--- config.mk ---
export PLATFORM = sky130hd
export DESIGN_NAME = hex_display_scanner
export DESIGN_NICKNAME = d
export VERILOG_FILES = /design/src/rtl/hex_display_scanner.sv
export SDC_FILE = /design/constraint.sdc
export NUM_CORES = 1
export LEC_CHECK = 0
export CORE_MARGIN = 2
export CORE_UTILIZATION = 35
export DETAILED_ROUTE_END_ITERATION = 8
export PLACE_DENSITY = 0.51
export SYNTH_ARGS = -nofsm -noshare
export SYNTH_HDL_FRONTEND = slang
export SYNTH_SLANG_ARGS = --single-unit
--- constraint.sdc ---
create_clock -name clk -period 2.7 [get_ports clk]
set_clock_uncertainty 0.15 [all_clocks]
set_input_delay 0.54 -clock clk [delete_from_list [all_inputs] [get_ports clk]]
set_output_delay 0.54 -clock clk [all_outputs]
set_load 0.02 [all_outputs]
--- src/rtl/hex_display_scanner.sv ---
// Time-multiplexed hex driver for NUM_DIGITS common-anode 7-segment digits with
// double-buffered loading, blanking, leading-zero suppression and dead time; HEXSCAN_BLINK_EN adds digit blinking.
module hex_display_scanner #(
  parameter int NUM_DIGITS   = 4,
  parameter int CLK_DIV      = 50000,
  parameter int BLANK_CYCLES = 64,
`ifdef HEXSCAN_BLINK_EN
  parameter int BLINK_FRAMES = 256,
`endif
  localparam int CNT_W = $clog2(CLK_DIV)
) (
  input  logic                    clk,
  input  logic                    rst,
  input  logic [4*NUM_DIGITS-1:0] value,
  input  logic                    load,
  input  logic [NUM_DIGITS-1:0]   digit_en,
  input  logic                    lz_suppress,
`ifdef HEXSCAN_BLINK_EN
  input  logic [NUM_DIGITS-1:0]   blink_mask,
`endif
  output logic [6:0]              seg,
  output logic [NUM_DIGITS-1:0]   an,
  output logic                    frame_done
);

  localparam int IDX_W = $clog2(NUM_DIGITS);
  localparam logic [CNT_W-1:0] CNT_LAST  = CNT_W'(CLK_DIV - 1);
  localparam logic [CNT_W-1:0] CNT_BLANK = CNT_W'(BLANK_CYCLES);
  localparam logic [IDX_W-1:0] IDX_LAST  = IDX_W'(NUM_DIGITS - 1);

  logic [CNT_W-1:0]        cnt_r;
  logic [IDX_W-1:0]        idx_r;
  logic [4*NUM_DIGITS-1:0] pending_r;
  logic [4*NUM_DIGITS-1:0] active_r;
  logic                    pend_valid_r;
  logic [NUM_DIGITS-1:0]   supp_s;
  logic                    nz_s;
  logic [3:0]              nib_s;
  logic                    blank_s;
  logic                    lit_s;
  logic [6:0]              seg_s;
  logic [NUM_DIGITS-1:0]   an_s;
  logic                    slot_end_s;
  logic                    frame_wrap_s;

  function automatic logic [6:0] hex_to_seg(input logic [3:0] nib);
    logic [6:0] code;
    case (nib)
      4'h0:    code = 7'h3F;
      4'h1:    code = 7'h06;
      4'h2:    code = 7'h5B;
      4'h3:    code = 7'h4F;
      4'h4:    code = 7'h66;
      4'h5:    code = 7'h6D;
      4'h6:    code = 7'h7D;
      4'h7:    code = 7'h07;
      4'h8:    code = 7'h7F;
      4'h9:    code = 7'h6F;
      4'hA:    code = 7'h77;
      4'hB:    code = 7'h7C;
      4'hC:    code = 7'h39;
      4'hD:    code = 7'h5E;
      4'hE:    code = 7'h79;
      4'hF:    code = 7'h71;
      default: code = 7'h00;
    endcase
    return code;
  endfunction

  assign slot_end_s   = (cnt_r == CNT_LAST);
  assign frame_wrap_s = slot_end_s && (idx_r == IDX_LAST);

`ifdef HEXSCAN_BLINK_EN
  localparam int FCNT_W = (BLINK_FRAMES > 1) ? $clog2(BLINK_FRAMES) : 1;
  localparam logic [FCNT_W-1:0] FCNT_LAST = FCNT_W'(BLINK_FRAMES - 1);
  logic [FCNT_W-1:0] fcnt_r;
  logic              blink_phase_r;

  // Blink phase flips after every BLINK_FRAMES frame wraps
  always_ff @(posedge clk or posedge rst) begin
    if (rst) begin
      fcnt_r        <= {FCNT_W{1'b0}};
      blink_phase_r <= 1'b0;
    end else if (frame_wrap_s) begin
      if (fcnt_r == FCNT_LAST) begin
        fcnt_r        <= {FCNT_W{1'b0}};
        blink_phase_r <= ~blink_phase_r;
      end else begin
        fcnt_r <= fcnt_r + FCNT_W'(1);
      end
    end
  end
`endif

  // Leading-zero mask: a digit is suppressible while every nibble from it upward is zero
  always_comb begin
    supp_s = {NUM_DIGITS{1'b0}};
    nz_s   = 1'b0;
    for (int i = NUM_DIGITS - 1; i >= 1; i--) begin
      nz_s      = nz_s | (active_r[4*i +: 4] != 4'h0);
      supp_s[i] = ~nz_s;
    end
  end

  // Next segment/anode pattern for the digit currently being scanned
  always_comb begin
    nib_s   = active_r[{idx_r, 2'b00} +: 4];
    blank_s = ~digit_en[idx_r] | (lz_suppress & supp_s[idx_r]);
`ifdef HEXSCAN_BLINK_EN
    blank_s = blank_s | (blink_phase_r & blink_mask[idx_r]);
`endif
    lit_s = ~blank_s && (cnt_r >= CNT_BLANK);
    if (lit_s) begin
      seg_s = ~hex_to_seg(nib_s);
      an_s  = ~(NUM_DIGITS'(1) << idx_r);
    end else begin
      seg_s = 7'h7F;
      an_s  = {NUM_DIGITS{1'b1}};
    end
  end

  // Scan counters, double buffer and registered display outputs
  always_ff @(posedge clk or posedge rst) begin
    if (rst) begin
      cnt_r        <= {CNT_W{1'b0}};
      idx_r        <= {IDX_W{1'b0}};
      pending_r    <= {(4*NUM_DIGITS){1'b0}};
      active_r     <= {(4*NUM_DIGITS){1'b0}};
      pend_valid_r <= 1'b0;
      seg          <= 7'h7F;
      an           <= {NUM_DIGITS{1'b1}};
      frame_done   <= 1'b0;
    end else begin
      cnt_r <= slot_end_s ? {CNT_W{1'b0}} : cnt_r + CNT_W'(1);
      if (slot_end_s) begin
        idx_r <= (idx_r == IDX_LAST) ? {IDX_W{1'b0}} : idx_r + IDX_W'(1);
      end
      frame_done <= frame_wrap_s;
      seg        <= seg_s;
      an         <= an_s;
      // A load landing on the wrap itself bypasses pending so it is shown next frame
      if (frame_wrap_s) begin
        pend_valid_r <= 1'b0;
        if (load) begin
          active_r <= value;
        end else if (pend_valid_r) begin
          active_r <= pending_r;
        end
      end else if (load) begin
        pending_r    <= value;
        pend_valid_r <= 1'b1;
      end
    end
  end

endmodule

; ---- After elaboration in Yosys (flattened, before gate mapping)
; Memory sizes are Yosys's and may differ from the RTL's.
; Cells that the tools add are included.
[word_totals]
n_memories = 1
romBits = 112
out_inout_bits = 12
elab_cells = 51
reg_bits = 63
input_bits = 24
[mem_list]
columns = memory, depth, word_bits, read_ports, rd_clocked_by_memory_dff, write_ports, line
row1 = (name not given), 16, 7, 1, 0, 0, 48  ; case (nib)
[classes]
order_cmp = 2
n_mux = 13
shift = 2
addsub = 2
bitwise = 12
n_eq_ne = 2
reduce_logical = 9
[ops]
columns = cell, count
row1 = $mux 16, 3
row2 = $add 16x1->16 const B, 1
row3 = $eq 16x16->1 const B, 1
row4 = $ge 16x7->1 const B, 1
row5 = $shiftx 16x5->4, 1
row6 = $mux 7, 2
row7 = $reduce_bool 4->1, 3
row8 = $not 7->7, 1
row9 = $not 1->1, 6
row10 = $bmux 1 s2, 2
row11 = $mux 1, 4
row12 = $mux 4, 1
row13 = $not 4->4, 1
row14 = $reduce_and 2->1, 2
row15 = $reduce_bool 2->1, 2
row16 = $shl 1x2->4 const A, 1
row17 = $lt 2x3->1 const B, 1
row18 = $or 1x1->1, 3
row19 = $add 2x1->2 const B, 1
row20 = $eq 2x2->1 const B, 1
row21 = $logic_and 1x1->1, 2
row22 = $mux 2, 1
row23 = $and 1x1->1, 1

; ---- Logic depth before layout (Yosys ltp)
; Gate-level depths: netlist (run 1).
[logic_depth]
word_depth = 13
mapped_depth = 9
depth_no_buf = 7

; ---- Worst setup path before layout (run 1)
; No wires, ideal clock.
[synth_path]
path_type = reg-to-reg
from = reg cnt_r[12]
to = reg pending_r[0]
required_time_ns = 2.425
arrival_ns = 2.075
slack_ns = 0.350
stages_incl_launch_ff = 8
n_path_buf = 2
synth_period_minus_slack_ns = 2.350
setup_time_ns = 0.125
path_cell_list = dfrtp_1 or4_4 nor4_4 and3_1 buf_6 nor2_4 buf_8 mux2_4
[synth_via]
elab_chain_cells = 4
[synth_lines]
columns = item, line
row1 = "start, declared", 31  ; logic [CNT_W-1:0] cnt_r;
row2 = "start signal, assigned", 125  ; cnt_r <= {CNT_W{1'b0}};
row3 = "start signal, assigned", 134  ; cnt_r <= slot_end_s ? {CNT_W{1'b0}} : cnt_r + CNT_W'(1);
row4 = $eq 16x16->1, 70  ; assign slot_end_s = (cnt_r == CNT_LAST);
row5 = $logic_and 1x1->1, 71  ; assign frame_wrap_s = slot_end_s && (idx_r == IDX_LAST);
row6 = via frame_wrap_s, 44  ; logic frame_wrap_s;
row7 = $not 1->1 (no line), --
row8 = $reduce_and 2->1 (no line), --
row9 = "end signal, assigned", 127  ; pending_r <= {(4*NUM_DIGITS){1'b0}};
row10 = "end signal, assigned", 150  ; pending_r <= value;
row11 = "end, declared", 33  ; logic [4*NUM_DIGITS-1:0] pending_r;
; The timed path passes the listed nets, and every way through them passes these cells.
; A chain may end at the register's enable or synchronous reset.

; ---- Final worst setup path (run 1)
[layout_path]
from = reg cnt_r[0]
to = reg pending_r[10]
[layout_via]
elab_chain_cells = 4
[layout_lines]
columns = item, line
row1 = $eq 16x16->1, 70
row2 = $logic_and 1x1->1, 71
row3 = $not 1->1 (no line), --
row4 = $reduce_and 2->1 (no line), --
; Every way passes these cells.

==> run metrics, run 1 <==
port bufs=35; first-pass GRT wire length=11900 um; Clock Latency Late Sink=340 ps; routed via count=about 2300; non-filler cells, final=435; die height=99.4 um; total wire length=6880 um; Slew Limit Fails=0; root buffer cell=clkbuf_8; ANT cells=0; maximum number of pins on one net before global-route repair=24; critical path launch point=cnt_r[0]; HPWL after detailed placement=between 4000 and 5000 um; RSZ-0062 raised after global routing=false; Core Util, Final=44.5%; Slowest cell on crit path=nor2_4; Yosys cell types=between 40 and 50; status=complete, no violations; Slew HR=between 50% and 60%; final hold viol count=0; Worst Setup End Kind=flop; Top cell by count, worst path=and3_1; PD cells=approximately 510 mW/mm^2; ys async rst share=100%; die area=0.00988 sq mm; Finish-stage setup viols=0; total grt overflow=0; drt drc=0; crit-path max cell delay=470 ps; setup TNS=0 ps; Layout Nets=358; Max Cap Viol=0; DR WL/cell=between 15 and 20 um; Tmin final=2400 ps; largest cells by area after synthesis=dfrtp_1 41%, dfstp_2 9.1%, ha_1 4.7%; pre-CTS setup slack=306 ps; Core Area=0.00876 sq mm; Final ANT Viol Nets=0; WP data arrival=about 2500 ps; initial antenna violation count=0; DR WL met3=~300 um; Worst-Margin Slew=638 ps; router iterations before antenna repair=6; clock tree from TritonCTS=built; warning count from the yosys run=0; top cells by count, synth=52 x dfrtp_1, 18 x nand2_1, 18 x nor2_1; crit-path leading delay family=simple AND/OR/NAND/NOR gates; post-CTS setup buffers=0; top achievable clock speed=0.417 GHz; # IOs=36; fin crit share=between 80% and 90%; CTS Buf Count=9; CP Buf/Inv Count=0; Setup CP Type=reg -> reg; die width=between 90 and 100 um; share of cells above drive strength 1=19.9%; net count after synthesis=around 320; Post-synth EDFFs=0; average size of a mapped cell=11.4 sq um; startpoint type of the worst setup path=flop; wire length on met2=3050 um; Req. time, crit path=2780 ps; Post-CTS Resized=0; GPL Wtd Cong=0.771; top-area cell type share of the netlist area=40.9%; PnR worst setup slack=302 ps; Reg2Reg Launch Point=cnt_r[0]; Post-Syn Instances=between 200 and 300; Placed Cells=419; Cell Chain, Critical Path=ha_1 > and3_1 > and3_1 > and3_1 > nor2_4 > mux2_2; Leak=1.65 nW; Clock transition at path regs=roughly 80 ps; CTS Sinks=63; FP Rows=34; hold path start=cnt_r[0]; most common cell in the netlist=dfrtp_1; Iter 0 DRT Violations=79; ys flop type=dfrtp_1; Seq/Total Area, Yosys=49.9%; via count of the first global-routing pass=2266; Clock Path Buffers=2; peak supply drop=0.222 mV; post-DR vias/cell=5.27; Top Metal Used=met4; synthesized area=0.00318 sq mm; GRT Util Overall=15.5%; post-synth top area cell=dfrtp_1; critical-path maximum fanout=16; Initial Util=a little over a third; # H-tree levels=3; Seq cells post-synth=63; M1 wire length=between 3000 and 4000 um; area grow syn2layout=22.5%; Hold/Removal Path Class=reg -> reg; cts hold-fix bufs=0
-- flip-flops by register name (all words and copies together) (netlist names) --
name          count
pending_r        16
cnt_r            16
active_r         16
seg               7
an                4
idx_r             2
pend_valid_r      1
frame_done        1
-- worst reg2reg max path: stages (launching register included) --
cell and delay, ps:
dfrtp_1 420, ha_1 230, and3_1 190, and3_1 200
and3_1 230, nor2_4 470, mux2_2 400
-- cells by family (layout without fill, tap and decap cells) --
kind of cell | after synthesis | in the layout | share of synthesized area [%]
AOI/OAI and AO/OA | 55 | 55 | 11.7
xor gates and xnor gates | 16 | 16 | 4.40
adders and majority gates | 12 | 12 | 4.72
buffers and inverters | 24 | 72 | 3.46
DFF | 63 | 63 | 49.9
muxes | 22 | 22 | 11.1
and+or+nand+nor | 87 | 87 | 14.7
-- layer usage --
layer | vias to the layer above | global-route usage [%]
li1 | 1099 | -
met1 | 1118 | 22.8
met2 | 56 | 21.6
met3 | 19 | 3.30
met4 | 0 | 7.27
met5 | - | 0
-- layout make-up --
type,instances,area [sq um]
fillers,848,4860
flip-flops and latches,63,1590
multi-input cells,192,1480
repair buffers,46,458
well taps,108,135
clock buffers,9,124
clock inverters,7,72.6
inverters,10,37.5
-- power by group --
part,total [mW],switching [mW],internal [mW]
sequential,1.00,0.0242,0.976
clock,0.823,0.396,0.427
combinational,0.149,0.0595,0.0899
-- placed cells by master (no fill, tap or decap), types with 7 or more instances in the layout --
| cell type | instances |
|---|---|
| a21oi_1 | 8 |
| and2_1 | 7 |
| buf_4 | 9 |
| clkbuf_8 | 9 |
| clkdlybuf4s50_1 | 35 |
| dfrtp_1 | 52 |
| dfstp_2 | 11 |
| ha_1 | 12 |
| inv_1 | 9 |
| mux2_4 | 10 |
| nand2_1 | 18 |
| nand3_1 | 16 |
| nor2_1 | 18 |
| o21ai_0 | 8 |
| o22ai_1 | 8 |
| o2bb2ai_1 | 11 |
| xor2_1 | 11 |
-- path summary, 6_finish.rpt --
| check | endpoint | slack (ps) | cells after the start |
|---|---|---|---|
| setup / recovery | pending_r[10] | 300 | 6 |
| max in group asynchronous | active_r[14] | 1480 | 3 |
| hold reg to reg | cnt_r[0] | 350 | 1 |
| hold / removal | cnt_r[0] | 350 | 1 |
| min in group asynchronous | pending_r[3] | 410 | 2 |
| setup reg to reg | pending_r[10] | 300 | 6 |
-- metrics by stage --
step | hold WS (ps) | power [mW] | cell area [sq um]
after floorplan | 306 | 1.10 | 3180
after global placement | 329 | 1.17 | 3700
after detailed placement | 340 | 1.17 | 3700
after CTS | 350 | 2.00 | 3900
after global routing | 379 | 2.07 | 3900
final | 347 | 1.97 | 3900
(Power assumes the default switching activity.)
==> inputs of run 2 (changes only) <==
--- a/config.mk
+++ b/config.mk
@@ -9,6 +9,7 @@
 export CORE_UTILIZATION = 35
 export DETAILED_ROUTE_END_ITERATION = 8
 export PLACE_DENSITY = 0.51
+export SLEW_MARGIN = 20
 export SYNTH_ARGS = -nofsm -noshare
 export SYNTH_HDL_FRONTEND = slang
 export SYNTH_SLANG_ARGS = --single-unit
==> results of run 2 <==
Final layout, timing and power as in run 1 (identical DEF).
